## src/rtl/ehl_tap_ntdr_if.sv

```systemverilog
// JTAG pin and user-TDR bundle for the ehl_tap_ntdr TAP controller.
// The slave side is the TAP itself; the master side is the pin driver / TDR fabric.
interface ehl_tap_ntdr_if #(
  parameter int IR_WIDTH = 4,
  parameter int TDR_CNT  = 2
) ();
  logic                tdi;
  logic                tms;
  logic                tdo;
  logic                tdo_en;
  logic [IR_WIDTH-3:0] ir_status;
  logic [TDR_CNT-1:0]  tdr_in;
  logic [TDR_CNT-1:0]  tdr_sel;
  logic                capture_dr;
  logic                shift_dr;
  logic                update_dr;
  logic                run_idle;
  logic                reset_state;
  logic [IR_WIDTH-1:0] instruction;

  modport slave (
    input  tdi, tms, ir_status, tdr_in,
    output tdo, tdo_en, tdr_sel, capture_dr, shift_dr, update_dr,
           run_idle, reset_state, instruction
  );

  modport master (
    output tdi, tms, ir_status, tdr_in,
    input  tdo, tdo_en, tdr_sel, capture_dr, shift_dr, update_dr,
           run_idle, reset_state, instruction
  );
endinterface

```

## src/rtl/ehl_tap_ntdr.sv

```systemverilog
// IEEE 1149.1 TAP controller with instruction decode, BYPASS/IDCODE/USERCODE
// registers and an internal TDO multiplexer over TDR_CNT user TDR chains.
module ehl_tap_ntdr #(
  parameter int          IR_WIDTH    = 4,
  parameter int          TDR_CNT     = 2,
  parameter logic [31:0] ID          = 32'h0,
  parameter bit          USERCODE_EN = 1'b0,
  parameter logic [31:0] USERCODE    = 32'h0
) (
  input logic            tck,
  input logic            trst_n,
  ehl_tap_ntdr_if.slave  tap
);

  if (IR_WIDTH < 3 || IR_WIDTH > 8) begin : g_bad_ir_width
    $error("ehl_tap_ntdr: IR_WIDTH must be in 3..8");
  end
  if (TDR_CNT < 1 || TDR_CNT > 8) begin : g_bad_tdr_cnt
    $error("ehl_tap_ntdr: TDR_CNT must be in 1..8");
  end
  if ((2 ** IR_WIDTH) - 1 <= TDR_CNT + 2) begin : g_bad_opcode_space
    $error("ehl_tap_ntdr: user TDR opcodes collide with BYPASS");
  end
  if (!ID[0] && (ID[31:1] != 31'h0)) begin : g_bad_id
    $error("ehl_tap_ntdr: ID[0]=0 requires ID[31:1]=0");
  end

  typedef enum logic [3:0] {
    EXIT2_DR         = 4'h0,
    EXIT1_DR         = 4'h1,
    SHIFT_DR         = 4'h2,
    PAUSE_DR         = 4'h3,
    SELECT_IR        = 4'h4,
    UPDATE_DR        = 4'h5,
    CAPTURE_DR       = 4'h6,
    SELECT_DR        = 4'h7,
    EXIT2_IR         = 4'h8,
    EXIT1_IR         = 4'h9,
    SHIFT_IR         = 4'hA,
    PAUSE_IR         = 4'hB,
    RUN_TEST_IDLE    = 4'hC,
    UPDATE_IR        = 4'hD,
    CAPTURE_IR       = 4'hE,
    TEST_LOGIC_RESET = 4'hF
  } tap_state_e;

  localparam logic [IR_WIDTH-1:0] OP_BYPASS   = '1;
  localparam logic [IR_WIDTH-1:0] OP_IDCODE   = IR_WIDTH'(1);
  localparam logic [IR_WIDTH-1:0] OP_USERCODE = IR_WIDTH'(2);
  localparam bit                  ID_EN       = ID[0];
  localparam logic [IR_WIDTH-1:0] OP_RESET    = ID_EN ? OP_IDCODE : OP_BYPASS;

  tap_state_e          state;
  tap_state_e          state_nxt;
  logic [IR_WIDTH-1:0] ir_shreg;
  logic [IR_WIDTH-1:0] instr_r;
  logic                bypass_r;
  logic [31:0]         id_r;
  logic                tdo_r;
  logic                tdo_en_r;
  logic                sel_id;
  logic                sel_uc;
  logic [TDR_CNT-1:0]  sel_tdr;
  logic                dr_bit;

  // TAP state register
  always_ff @(posedge tck or negedge trst_n) begin
    if (!trst_n) state <= TEST_LOGIC_RESET;
    else         state <= state_nxt;
  end

  always_comb begin
    state_nxt = TEST_LOGIC_RESET;
    case (state)
      TEST_LOGIC_RESET: state_nxt = tap.tms ? TEST_LOGIC_RESET : RUN_TEST_IDLE;
      RUN_TEST_IDLE:    state_nxt = tap.tms ? SELECT_DR        : RUN_TEST_IDLE;
      SELECT_DR:        state_nxt = tap.tms ? SELECT_IR        : CAPTURE_DR;
      CAPTURE_DR:       state_nxt = tap.tms ? EXIT1_DR         : SHIFT_DR;
      SHIFT_DR:         state_nxt = tap.tms ? EXIT1_DR         : SHIFT_DR;
      EXIT1_DR:         state_nxt = tap.tms ? UPDATE_DR        : PAUSE_DR;
      PAUSE_DR:         state_nxt = tap.tms ? EXIT2_DR         : PAUSE_DR;
      EXIT2_DR:         state_nxt = tap.tms ? UPDATE_DR        : SHIFT_DR;
      UPDATE_DR:        state_nxt = tap.tms ? SELECT_DR        : RUN_TEST_IDLE;
      SELECT_IR:        state_nxt = tap.tms ? TEST_LOGIC_RESET : CAPTURE_IR;
      CAPTURE_IR:       state_nxt = tap.tms ? EXIT1_IR         : SHIFT_IR;
      SHIFT_IR:         state_nxt = tap.tms ? EXIT1_IR         : SHIFT_IR;
      EXIT1_IR:         state_nxt = tap.tms ? UPDATE_IR        : PAUSE_IR;
      PAUSE_IR:         state_nxt = tap.tms ? EXIT2_IR         : PAUSE_IR;
      EXIT2_IR:         state_nxt = tap.tms ? UPDATE_IR        : SHIFT_IR;
      UPDATE_IR:        state_nxt = tap.tms ? SELECT_DR        : RUN_TEST_IDLE;
      default:          state_nxt = TEST_LOGIC_RESET;
    endcase
  end

  assign tap.reset_state = (state == TEST_LOGIC_RESET);
  assign tap.run_idle    = (state == RUN_TEST_IDLE);
  assign tap.capture_dr  = (state == CAPTURE_DR);
  assign tap.shift_dr    = (state == SHIFT_DR);
  assign tap.update_dr   = (state == UPDATE_DR);

  // Instruction decode; disabled IDCODE/USERCODE and unknown opcodes fall to BYPASS
  assign sel_id = ID_EN       && (instr_r == OP_IDCODE);
  assign sel_uc = USERCODE_EN && (instr_r == OP_USERCODE);

  for (genvar k = 0; k < TDR_CNT; k++) begin : g_tdr_sel
    assign sel_tdr[k] = (instr_r == IR_WIDTH'(3 + k));
  end

  assign tap.tdr_sel     = sel_tdr;
  assign tap.instruction = instr_r;

  always_ff @(posedge tck or negedge trst_n) begin
    if (!trst_n) begin
      ir_shreg <= IR_WIDTH'(1);
    end else if (state == CAPTURE_IR) begin
      ir_shreg <= {tap.ir_status, 2'b01};
    end else if (state == SHIFT_IR) begin
      ir_shreg <= {tap.tdi, ir_shreg[IR_WIDTH-1:1]};
    end
  end

  // Instruction only commits on the falling edge inside Update-IR, so an
  // aborted IR scan never reaches the decoder.
  always_ff @(negedge tck or negedge trst_n) begin
    if (!trst_n) begin
      instr_r <= OP_RESET;
    end else if (state == TEST_LOGIC_RESET) begin
      instr_r <= OP_RESET;
    end else if (state == UPDATE_IR) begin
      instr_r <= ir_shreg;
    end
  end

  always_ff @(posedge tck or negedge trst_n) begin
    if (!trst_n) begin
      bypass_r <= 1'b0;
    end else if (state == CAPTURE_DR) begin
      bypass_r <= 1'b0;
    end else if (state == SHIFT_DR) begin
      bypass_r <= tap.tdi;
    end
  end

  // IDCODE and USERCODE share one 32-bit shifter
  always_ff @(posedge tck or negedge trst_n) begin
    if (!trst_n) begin
      id_r <= ID;
    end else if (sel_id || sel_uc) begin
      if (state == CAPTURE_DR) begin
        id_r <= sel_uc ? USERCODE : ID;
      end else if (state == SHIFT_DR) begin
        id_r <= {tap.tdi, id_r[31:1]};
      end
    end
  end

  always_comb begin
    dr_bit = bypass_r;
    if (sel_id || sel_uc) dr_bit = id_r[0];
    for (int k = 0; k < TDR_CNT; k++) begin
      if (sel_tdr[k]) dr_bit = tap.tdr_in[k];
    end
  end

  // TDO launch on the falling edge; holds its last value outside Shift states
  always_ff @(negedge tck or negedge trst_n) begin
    if (!trst_n) begin
      tdo_r    <= 1'b0;
      tdo_en_r <= 1'b0;
    end else begin
      tdo_en_r <= (state == SHIFT_IR) || (state == SHIFT_DR);
      if (state == SHIFT_IR) begin
        tdo_r <= ir_shreg[0];
      end else if (state == SHIFT_DR) begin
        tdo_r <= dr_bit;
      end
    end
  end

  assign tap.tdo    = tdo_r;
  assign tap.tdo_en = tdo_en_r;

endmodule
```

## src/flat_wrapper.sv

```systemverilog
// flat-port wrapper written by rule: the top's interface ports become plain ports
module ehl_tap_ntdr_flat 
#(
  parameter int          IR_WIDTH    = 4,
  parameter int          TDR_CNT     = 2,
  parameter logic [31:0] ID          = 32'h0,
  parameter bit          USERCODE_EN = 1'b0,
  parameter logic [31:0] USERCODE    = 32'h0
)
  (tck, trst_n, tap_tdi, tap_tms, tap_ir_status, tap_tdr_in, tap_tdo, tap_tdo_en, tap_tdr_sel, tap_capture_dr, tap_shift_dr, tap_update_dr, tap_run_idle, tap_reset_state, tap_instruction);
  ehl_tap_ntdr_if #(.IR_WIDTH(IR_WIDTH), .TDR_CNT(TDR_CNT)) tap_i ();
  input logic tck;
  input logic trst_n;
  input wire logic [$bits(tap_i.tdi)-1:0] tap_tdi;
  input wire logic [$bits(tap_i.tms)-1:0] tap_tms;
  input wire logic [$bits(tap_i.ir_status)-1:0] tap_ir_status;
  input wire logic [$bits(tap_i.tdr_in)-1:0] tap_tdr_in;
  output wire logic [$bits(tap_i.tdo)-1:0] tap_tdo;
  output wire logic [$bits(tap_i.tdo_en)-1:0] tap_tdo_en;
  output wire logic [$bits(tap_i.tdr_sel)-1:0] tap_tdr_sel;
  output wire logic [$bits(tap_i.capture_dr)-1:0] tap_capture_dr;
  output wire logic [$bits(tap_i.shift_dr)-1:0] tap_shift_dr;
  output wire logic [$bits(tap_i.update_dr)-1:0] tap_update_dr;
  output wire logic [$bits(tap_i.run_idle)-1:0] tap_run_idle;
  output wire logic [$bits(tap_i.reset_state)-1:0] tap_reset_state;
  output wire logic [$bits(tap_i.instruction)-1:0] tap_instruction;
  assign tap_i.tdi = tap_tdi;
  assign tap_i.tms = tap_tms;
  assign tap_i.ir_status = tap_ir_status;
  assign tap_i.tdr_in = tap_tdr_in;
  assign tap_tdo = tap_i.tdo;
  assign tap_tdo_en = tap_i.tdo_en;
  assign tap_tdr_sel = tap_i.tdr_sel;
  assign tap_capture_dr = tap_i.capture_dr;
  assign tap_shift_dr = tap_i.shift_dr;
  assign tap_update_dr = tap_i.update_dr;
  assign tap_run_idle = tap_i.run_idle;
  assign tap_reset_state = tap_i.reset_state;
  assign tap_instruction = tap_i.instruction;
  ehl_tap_ntdr #(.IR_WIDTH(IR_WIDTH), .TDR_CNT(TDR_CNT), .ID(ID), .USERCODE_EN(USERCODE_EN), .USERCODE(USERCODE)) u_core (.tck(tck), .trst_n(trst_n), .tap(tap_i));
endmodule
```

## config.mk

```make
export PLATFORM = sky130hd
export DESIGN_NAME = ehl_tap_ntdr_flat
export DESIGN_NICKNAME = d
export VERILOG_FILES = /design/src/rtl/ehl_tap_ntdr_if.sv /design/src/rtl/ehl_tap_ntdr.sv /design/src/flat_wrapper.sv
export SDC_FILE = /design/constraint.sdc
export NUM_CORES = 1
export LEC_CHECK = 0
export CAP_MARGIN = 10
export CORE_MARGIN = 1
export CORE_UTILIZATION = 40
export CTS_CLUSTER_SIZE = 8
export DETAILED_ROUTE_END_ITERATION = 16
export GPL_TIMING_DRIVEN = 0
export PLACE_DENSITY_LB_ADDON = 0.3
export RECOVER_POWER = 25
export SYNTH_ARGS = -nofsm -noshare
export SYNTH_HDL_FRONTEND = slang
export SYNTH_SLANG_ARGS = --single-unit
```

## constraint.sdc

```tcl
create_clock -name tck -period 4.2 [get_ports tck]
set_input_delay 0.84 -clock tck [delete_from_list [all_inputs] [get_ports tck]]
set_output_delay 0.84 -clock tck [all_outputs]
set_load 0.02 [all_outputs]
```

# Word-level counts from Yosys, hierarchy flattened
# Cells that the tools add are included.
word_totals:
  register_bits: 15
  inputBits: 8
  wordCells: 55
op_classes:
  n_eq_ne: 17
  muxes: 23
  n_reduce_logical: 9
op_table:
  columns: ["cell", "n"]
  rows:
  - ["case mux 4 bit (12 select lines)", 1]
  - ["== test 4 bit (second input constant)", 8]
  - ["== test 4 x 3 -> 1 bit (second input constant)", 5]
  - ["two-way mux 4 bit", 5]
  - ["== test 4 x 2 -> 1 bit (second input constant)", 3]
  - ["two-way mux 2 bit", 6]
  - ["two-way mux 3 bit", 4]
  - ["nonzero test 2 bit", 4]
  - ["two-way mux 1 bit", 7]
  - ["== test 4 x 1 -> 1 bit (second input constant)", 1]
  - ["zero test 4 bit", 1]
  - ["OR reduction 2 bit", 2]
  - ["OR reduction 3 bit", 1]
  - ["logical OR 1 bit", 1]

# Logic depth before layout (Yosys ltp)
# Gate-level depths: netlist (run 1).
logic_depth:
  depth_word: 5
  mapped_depth: 5
  ltp_nobuf: 4

==> results of run 1 <==
-- cells by family (layout without fill, tap and decap cells) --
| group | after synthesis | in the layout | share of synthesized area (%) |
|---|---|---|---|
| AO/OA/AOI/OAI | 21 | 21 | 17.4 |
| AND/OR/NAND/NOR | 32 | 32 | 20.7 |
| buffers and inverters | 11 | 38 | 6.01 |
| multiplexers | 3 | 3 | 4.34 |
| flip-flops | 15 | 15 | 51.6 |
-- cell type report --
type | count | area (µm²) | area share (%)
multi-input combinational | 56 | 330 | 32.0
tap | 25 | 31.3 | 3.03
clock inverter | 4 | 15.0 | 1.45
inverter | 6 | 22.5 | 2.18
sequential | 15 | 387 | 37.4
clock buffer | 4 | 47.5 | 4.60
buffer | 4 | 17.5 | 1.69
timing repair buffer | 20 | 183 | 17.7
-- metrics by stage --
step,util (%),cells,power (µW)
finish,59.2,134,836
global route,59.2,134,906
CTS,59.7,134,841
detailed placement,56.2,127,717
global placement,56.2,127,701
floorplan,-,82,564
-- path summary, 6_finish.rpt --
path / start / end / slack [ns] / cells past startpoint
max reg2reg: u_core.state[3] / u_core.tap.tdo / 0.71 / 4
min in group asynchronous: trst_n / u_core.ir_shreg[2] / 1.00 / 1
min: u_core.tap.instruction[1] / u_core.tap.instruction[1] / 0.50 / 2
min reg2reg: u_core.tap.instruction[1] / u_core.tap.instruction[1] / 0.50 / 2
max in group asynchronous: trst_n / u_core.tap.instruction[1] / 0.74 / 1
max: u_core.tap.instruction[2] / tap_tdr_sel[1] / -0.25 / 3
-- cells in the final DEF, fill, tap and decap left out, types with 4 or more instances in the layout --
cell             instances
dfstp_2                  8
dfrtp_1                  4
clkdlybuf4s50_1         10
o21ai_0                 10
nor2_1                   7
inv_1                   10
nand2_1                 12
-- registers in the layout (all words and copies together), names as in the netlist --
name	flops
u_core.ir_shreg	4
u_core.state	4
u_core.tap.instruction	4
u_core.bypass_r	1
u_core.tap.tdo	1
u_core.tap.tdo_en	1
-- metal layers --
| metal | part of all wire [%] | wire (µm) | GRT usage (%) |
|---|---|---|---|
| met1 | 48 | 794 | 27.8 |
| met4 | 0.96 | 16 | 7.27 |
| met3 | 3.1 | 51 | 3.60 |
| met5 | 0 | 0 | 0 |
| met2 | 48 | 805 | 27.2 |
-- power by group through the flow --
stage | combinational (µW) | clock (µW) | sequential, µW
2_1_floorplan | 233 | 7.41 | 323
3_3_place_gp | 398 | 7.41 | 296
3_5_place_dp | 410 | 7.41 | 300
4_1_cts | 400 | 140 | 301
5_1_grt | 442 | 151 | 312
6_report | 395 | 140 | 301
-- worst min-delay path: stages (launching register included) --
cell,delay [ns]
dfstp_2,0.37
nand2_1,0.05
o21ai_0,0.07
-- timing repair --
item,4_1_cts,5_1_grt
gates cloned,0,0
resized for setup,20,4
setup endpoints to repair,8,6
pin swaps,0,0
==> flow_metrics.py, run 1 <==
metrics = {
    "status": {
        "status": "complete, but fails checks",
        "violations": "setup timing",
    },
    "worst_setup_path": {
        "start_kind": "flop",
        "cpLargestDelayFamily": "flip-flops",
        "cpPeakStageDelay_ns": 0.54,
        "cp_max_fo": 4,
        "crit_chain": "or3b_4 -> nor2_4 -> buf_6",
        "path_buf_inv": 1,
        "cp.arrival_ns": 3.61,
        "crit_path_end_kind": "output port",
        "required_ns": 3.36,
        "path_class": "reg -> out",
        "slowest_stage": "dfstp_2",
    },
    "sta": {
        "worst_slew_pin_slew_ns": 0.663,
        "finalHoldViolCount": 0,
        "fin_ws_ns": -0.252,
        "setup_viol_count_final": 2,
        "slew-limit-headroom_pct": 55.7,
        "finalSetupTns_ns": -0.379,
        "skew_ns": 0.0640,
        "rsz0062_at_grt": "yes",
        "slew_viol_final": 0,
        "finalHoldWorstSlack_ns": 0.500,
    },
    "placed_design": {
        "numPortBuffers": 20,
        "gp_congestion": 0.803,
        "placed_area_um2": 981,
        "post-place-ws_ns": -0.358,
        "hpwl_um": 1230,
    },
    "pwr": {
        "vdd_drop_max_uv": 443,
        "p_clk_share_pct": 16.8,
        "p_per_area_nw_per_um2": 809,
        "switching_share_pct": 42.5,
        "pwr-share-seq_pct": 36.0,
        "leakage_uw": 0.000464,
        "combPwrFrac_pct": 47.2,
        "p_int_uw": 480,
        "p_switching_uw": 356,
    },
    "synth": {
        "synth_top_area_share_pct": 31.6,
        "ys_ff_latch": 15,
        "synth-warning-count": 0,
        "syn_area_per_cell_um2": 9.14,
        "synthFlopType": "dfstp_2",
        "ys_types": 29,
        "synthesis.nets": 90,
        "synth.most_common_cell": "nand2_1",
        "synth_commonest_cells": "nand2_1 (12), o21ai_0 (10), dfstp_2 (9)",
        "synth_top_area_cell": "dfstp_2",
        "synth_area_leaders": "dfstp_2 (32%), dfrtp_1 (13%), dfrtn_1 (6.7%)",
        "ys_seq_area_share_pct": 51.6,
        "synth_cells": 82,
        "synth-edff-count": 0,
        "syn_area_um2": 749,
        "async_flop_share_pct": 100,
    },
    "detailed_routing": {
        "drt-pass1-iter-count": 4,
        "drc": 0,
        "wl_um": 1670,
        "antenna_left": 0,
        "drt_iter0_markers": 15,
        "dr_total_vias": 677,
        "post_drt_wl_per_cell_um": 12.4,
        "via_per_inst": 5.05,
    },
    "layout": {
        "antenna-diode-count": 0,
        "nFillCells": 177,
        "drive_above_1_share_pct": 22.0,
        "final_nets": 118,
        "area_delta_synth_final_pct": 37.9,
        "finalInstanceArea_um2": 1030,
    },
    "floorplan": {
        "die_area_um2": 2050,
        "rows": 15,
        "initial_core_util_pct": 42.9,
        "core_area_um2": 1750,
        "dieHeight_um": 45.3,
        "io_pins": 21,
        "die_w_um": 45.3,
    },
    "global_routing": {
        "grt_pass1_wl_um": 2710,
        "grt_usage_pct": 18.9,
        "overflow": 0,
        "grt_max_degree": 16,
        "antenna_found_initial": 0,
        "grt_pass1_vias": 564,
    },
    "flow_run": {
        "max_cap_violations": 0,
    },
    "cts": {
        "cts_sinks": 15,
        "clockBufferDepth": 2,
        "post-cts-setup-buffers": 0,
        "cts_tree": "yes",
        "cts_root_buf": "clkbuf_4",
        "htreeDepth": 1,
        "hold_buffers": 0,
        "path_clk_slew_ns": 0.04,
        "numCtsBuffers": 3,
        "clk_latency_ns": 0.35,
    },
    "hold_path": {
        "hold_path_class": "reg -> reg",
    },
}
Note: power is estimated with default switching activity, not from simulation.
==> inputs of run 2 (changes only) <==
- clock period: 4.2 -> 5.2 ns (I/O delays scaled with it)
==> flow_metrics.py, run 2 (synthesis gave the netlist of run 1 again) <==
metrics = {
    "cts": {
        "path_clk_slew_ns": 0.04,
        "clockBufferDepth": 2,
        "hold_buffers": 0,
        "htreeDepth": 1,
        "cts_root_buf": "clkbuf_4",
        "clk_latency_ns": 0.35,
        "cts_sinks": 15,
        "post-cts-setup-buffers": 0,
        "cts_tree": "yes",
        "numCtsBuffers": 3,
    },
    "pwr": {
        "vdd_drop_max_uv": 367,
        "power_uw": 691,
        "leakage_uw": 0.000476,
        "p_per_area_nw_per_um2": 656,
    },
    "detailed_routing": {
        "via_per_inst": 5.07,
        "drt-pass1-iter-count": 4,
        "drt_iter0_markers": 15,
        "antenna_left": 0,
        "drc": 0,
        "wl_um": 1660,
        "post_drt_wl_per_cell_um": 12.4,
        "dr_total_vias": 679,
    },
    "layout": {
        "antenna-diode-count": 0,
        "nFillCells": 170,
        "mostFrequentLayoutCells": "clkdlybuf4s50_1 (14), nand2_1 (12), o21ai_0 (10), inv_1 (10), dfstp_2 (8)",
        "final_nets": 118,
        "utilization_pct": 60.3,
        "seq_area_um2": 387,
        "layout_commonest_cell": "clkdlybuf4s50_1",
        "multiInputGateArea_um2": 330,
        "area_delta_synth_final_pct": 40.4,
        "drive_above_1_share_pct": 20.2,
    },
    "worst_setup_path": {
        "reg2reg_slack_ns": 1.20,
        "path_class": "reg -> out",
        "reg2regPathDepth": 4,
        "crit_start": "u_core.tap.instruction[2]",
        "crit_path_end_kind": "output port",
        "r2r_end": "u_core.tap.tdo",
        "rr_startpoint": "u_core.state[3]",
        "cp.arrival_ns": 4.11,
        "required_ns": 4.16,
        "start_kind": "flop",
        "cp_max_fo": 4,
    },
    "hold_path": {
        "holdPathEnd": "u_core.tap.instruction[1]",
        "hold_start": "u_core.tap.instruction[1]",
        "hold_path_class": "reg -> reg",
        "whs_path_depth": 2,
    },
    "sta": {
        "slew_viol_final": 0,
        "finalHoldViolCount": 0,
        "finalHoldWorstSlack_ns": 0.502,
        "rsz0062_at_grt": "yes",
        "skew_ns": 0.0634,
        "setup_viol_count_final": 0,
        "fin_ws_ns": 0.0474,
        "worst_slew_pin_slew_ns": 0.662,
        "slew-limit-headroom_pct": 55.7,
        "finalSetupTns_ns": 0,
    },
    "floorplan": {
        "initial_core_util_pct": 42.9,
        "die_area_um2": 2050,
        "die_w_um": 45.3,
        "rows": 15,
        "core_area_um2": 1750,
        "dieHeight_um": 45.3,
        "io_pins": 21,
    },
    "global_routing": {
        "grt_pass1_vias": 534,
        "grt_usage_pct": 18.4,
        "overflow": 0,
        "antenna_found_initial": 0,
        "grt_max_degree": 16,
        "grt_pass1_wl_um": 2630,
    },
    "placed_design": {
        "gp_congestion": 0.803,
        "post-place-ws_ns": -0.0576,
        "hpwl_um": 1230,
        "numPortBuffers": 20,
    },
    "status": {
        "status": "completed",
    },
    "flow_run": {
        "max_cap_violations": 0,
    },
}
## run 2: cell count changes in the layout (fill, tap and decap cells not counted)
| cell | before | now |
|---|---|---|
| dlygate4sd2_1 | 3 | 0 |
| clkbuf_2 | 2 | 1 |
| dlymetal6s2s_1 | 0 | 2 |
| clkdlybuf4s50_1 | 10 | 14 |
| clkdlybuf4s15_1 | 1 | 0 |
| buf_2 | 3 | 2 |
## run 2: critical path, cell delays in order (launching register included)
cell and delay [ns]:
dfstp_2 0.54, or3b_4 0.40, nor2_4 0.10, buf_6 0.12
## run 2: report_power, final
part	internal [µW]	total (µW)	switching [µW]
Clock	62.6	113	50.0
Sequential	197	243	46.3
Combinational	144	335	191
## run 2: how the worst max path moves through the flow
| stage | to | slack [ns] | depth (start not counted) |
|---|---|---|---|
| 6_report | tap_tdr_sel[1] | 0.05 | 3 |
| 5_1_grt | tap_tdr_sel[1] | -0.02 | 3 |
| 4_1_cts | tap_tdr_sel[0] | 0.006 | 4 |
| 3_5_place_dp | tap_tdr_sel[1] | -0.06 | 3 |
| 3_3_place_gp | tap_tdr_sel[1] | -0.07 | 3 |
| 2_1_floorplan | tap_tdr_sel[1] | 0.36 | 2 |
## run 2: stage by stage
stage	cell area (µm²)	instances
3_3_place_gp	981	127
5_1_grt	1050	134
3_5_place_dp	981	127
6_report	1050	134
2_1_floorplan	749	82
4_1_cts	1040	134
## run 2: cell type report
| type | instances | area share [%] |
|---|---|---|
| flip-flops and latches | 15 | 36.7 |
| multi-input cells | 56 | 31.4 |
| repair buffers | 20 | 19.1 |
| clock buffers | 4 | 4.52 |
| well taps | 25 | 2.97 |
| inverters | 6 | 2.14 |
| plain buffers | 4 | 1.66 |
| clock inverters | 4 | 1.43 |
## run 2: per-layer routing
| metal | vias to the layer above | track usage [%] | part of all wire (%) |
|---|---|---|---|
| met1 | 325 | 28.5 | 48 |
| li1 | 338 | - | - |
| met3 | 4 | 3.60 | 2.6 |
| met4 | 0 | 7.27 | 1.3 |
| met2 | 12 | 24.6 | 48 |
| met5 | - | 0 | 0 |
## run 2: what timing repair did
item | CTS | global route
pin swaps | 0 | 0
gates resized for setup | 6 | 8
setup endpoints to repair | 2 | 4
==> inputs of run 3 (changes only) <==
- CELL_PAD_IN_SITES_DETAIL_PLACEMENT: default -> 0
- CELL_PAD_IN_SITES_GLOBAL_PLACEMENT: default -> 2
- CORE_UTILIZATION: 40 -> 29
- PLACE_DENSITY_LB_ADDON: 0.3 -> 0.25
==> flow_metrics.py, run 3 (synthesis gave the netlist of run 1 again) <==
metrics = {
    "global_routing": {
        "grt_pass1_vias": 638,
        "overflow": 0,
        "grt_usage_pct": 14.3,
        "grt_pass1_wl_um": 2850,
        "grt_max_degree": 16,
        "antenna_found_initial": 0,
    },
    "layout": {
        "final_nets": 118,
        "final_cells": 139,
        "layout_commonest_cell": "clkdlybuf4s50_1",
        "mostFrequentLayoutCells": "clkdlybuf4s50_1 (15), nand2_1 (12), o21ai_0 (10), inv_1 (10), dfstp_2 (9)",
        "finalInstanceArea_um2": 1030,
        "area_delta_synth_final_pct": 38.1,
        "antenna-diode-count": 0,
        "drive_above_1_share_pct": 20.2,
        "utilization_pct": 42.2,
    },
    "floorplan": {
        "die_area_um2": 2790,
        "initial_core_util_pct": 30.5,
        "die_w_um": 52.8,
        "io_pins": 21,
        "rows": 18,
        "dieHeight_um": 52.8,
        "core_area_um2": 2450,
    },
    "worst_setup_path": {
        "start_kind": "flop",
        "reg2reg_slack_ns": 1.21,
        "rr_startpoint": "u_core.state[3]",
        "r2r_end": "u_core.tap.tdo",
        "cp.arrival_ns": 4.12,
        "path_class": "reg -> out",
        "reg2regPathDepth": 4,
        "crit_path_end_kind": "output port",
        "cp_max_fo": 4,
        "required_ns": 4.16,
    },
    "cts": {
        "hold_buffers": 0,
        "post-cts-setup-buffers": 0,
        "cts_root_buf": "clkbuf_4",
        "numCtsBuffers": 3,
        "cts_tree": "yes",
        "clockBufferDepth": 2,
        "cts_sinks": 15,
        "path_clk_slew_ns": 0.03,
        "clk_latency_ns": 0.34,
        "htreeDepth": 1,
    },
    "sta": {
        "rsz0062_at_grt": "yes",
        "slew_viol_final": 0,
        "slew-limit-headroom_pct": 54.8,
        "fin_ws_ns": 0.0395,
        "finalHoldViolCount": 0,
        "skew_ns": 0.0554,
        "worst_slew_pin_slew_ns": 0.676,
        "setup_viol_count_final": 0,
    },
    "detailed_routing": {
        "dr_total_vias": 668,
        "wl_um": 1700,
        "drt-pass1-iter-count": 4,
        "antenna_left": 0,
        "drt_iter0_markers": 13,
        "post_drt_wl_per_cell_um": 12.2,
        "drc": 0,
        "via_per_inst": 4.81,
    },
    "placed_design": {
        "numPortBuffers": 20,
        "gp_congestion": 0.699,
        "hpwl_um": 1270,
        "post-place-ws_ns": -0.0984,
        "dpl.cell_count": 132,
        "placed_area_um2": 987,
    },
    "pwr": {
        "switching_share_pct": 42.7,
        "p_per_area_nw_per_um2": 631,
        "power_uw": 653,
        "p_int_uw": 375,
        "vdd_drop_max_uv": 275,
        "combPwrFrac_pct": 50.9,
        "p_clk_share_pct": 11.6,
        "leakage_uw": 0.000456,
        "pwr-share-seq_pct": 37.5,
        "p_switching_uw": 279,
    },
    "hold_path": {
        "hold_path_class": "reg -> reg",
        "holdPathEnd": "u_core.tap.instruction[1]",
        "whs_path_depth": 2,
        "hold_start": "u_core.tap.instruction[1]",
    },
    "status": {
        "status": "completed",
    },
    "flow_run": {
        "max_cap_violations": 0,
    },
}
==> run 3: critical path, cell delays in order, from the launching register on <==
cell	delay (ns)
dfstp_2	0.55
or3b_4	0.41
nor2_4	0.10
buf_6	0.12
==> run 3: worst max-delay path by stage <==
stage                         startpoint        endpoint  slack, ns  cells past startpoint
5_1_grt        u_core.tap.instruction[2]  tap_tdr_sel[1]      -0.01                      3
4_1_cts        u_core.tap.instruction[2]  tap_tdr_sel[1]      0.006                      3
3_5_place_dp   u_core.tap.instruction[2]  tap_tdr_sel[1]       -0.1                      3
6_report       u_core.tap.instruction[2]  tap_tdr_sel[1]       0.04                      3
2_1_floorplan  u_core.tap.instruction[2]  tap_tdr_sel[1]       0.36                      2
3_3_place_gp   u_core.tap.instruction[2]  tap_tdr_sel[1]      -0.09                      3
==> run 3: metal layers <==
metal	part of all wire, %	track usage [%]	up-vias
li1	-	-	341
met1	49	20.8	313
met2	46	20.3	14
met3	4.5	5.22	0
met4	0	2.63	0
met5	0	0	-
==> run 3: power by group through the flow <==
stage	clock, µW	sequential (µW)	combinational (µW)
2_1_floorplan	5.98	261	188
3_3_place_gp	5.98	241	330
3_5_place_dp	5.98	245	332
4_1_cts	79.7	245	335
5_1_grt	86.7	254	370
6_report	75.6	245	333
==> run 3: layout make-up <==
class	instances	area (µm²)
multi-input combinational	56	330
buffer	4	17.5
inverter	6	22.5
sequential	15	387
timing repair buffer	20	199
tap	30	37.5
clock buffer	3	22.5
clock inverter	5	18.8
fill	272	1420
==> run 3: per-stage QoR <==
step	setup TNS [ns]	hold slack, ns
after floorplan	0	0.460
after global placement	-0.102	0.482
after detailed placement	-0.141	0.484
after CTS	0	0.498
after global routing	-0.0138	0.523
final	0	0.496
==> run 3: what timing repair did <==
action                                  in CTS  in global routing
endpoints found under the hold margin        0                  0
pin swaps                                    0                  0
resized for setup                            9                  4
endpoints found under the setup margin       2                  2
cloned                                       0                  0
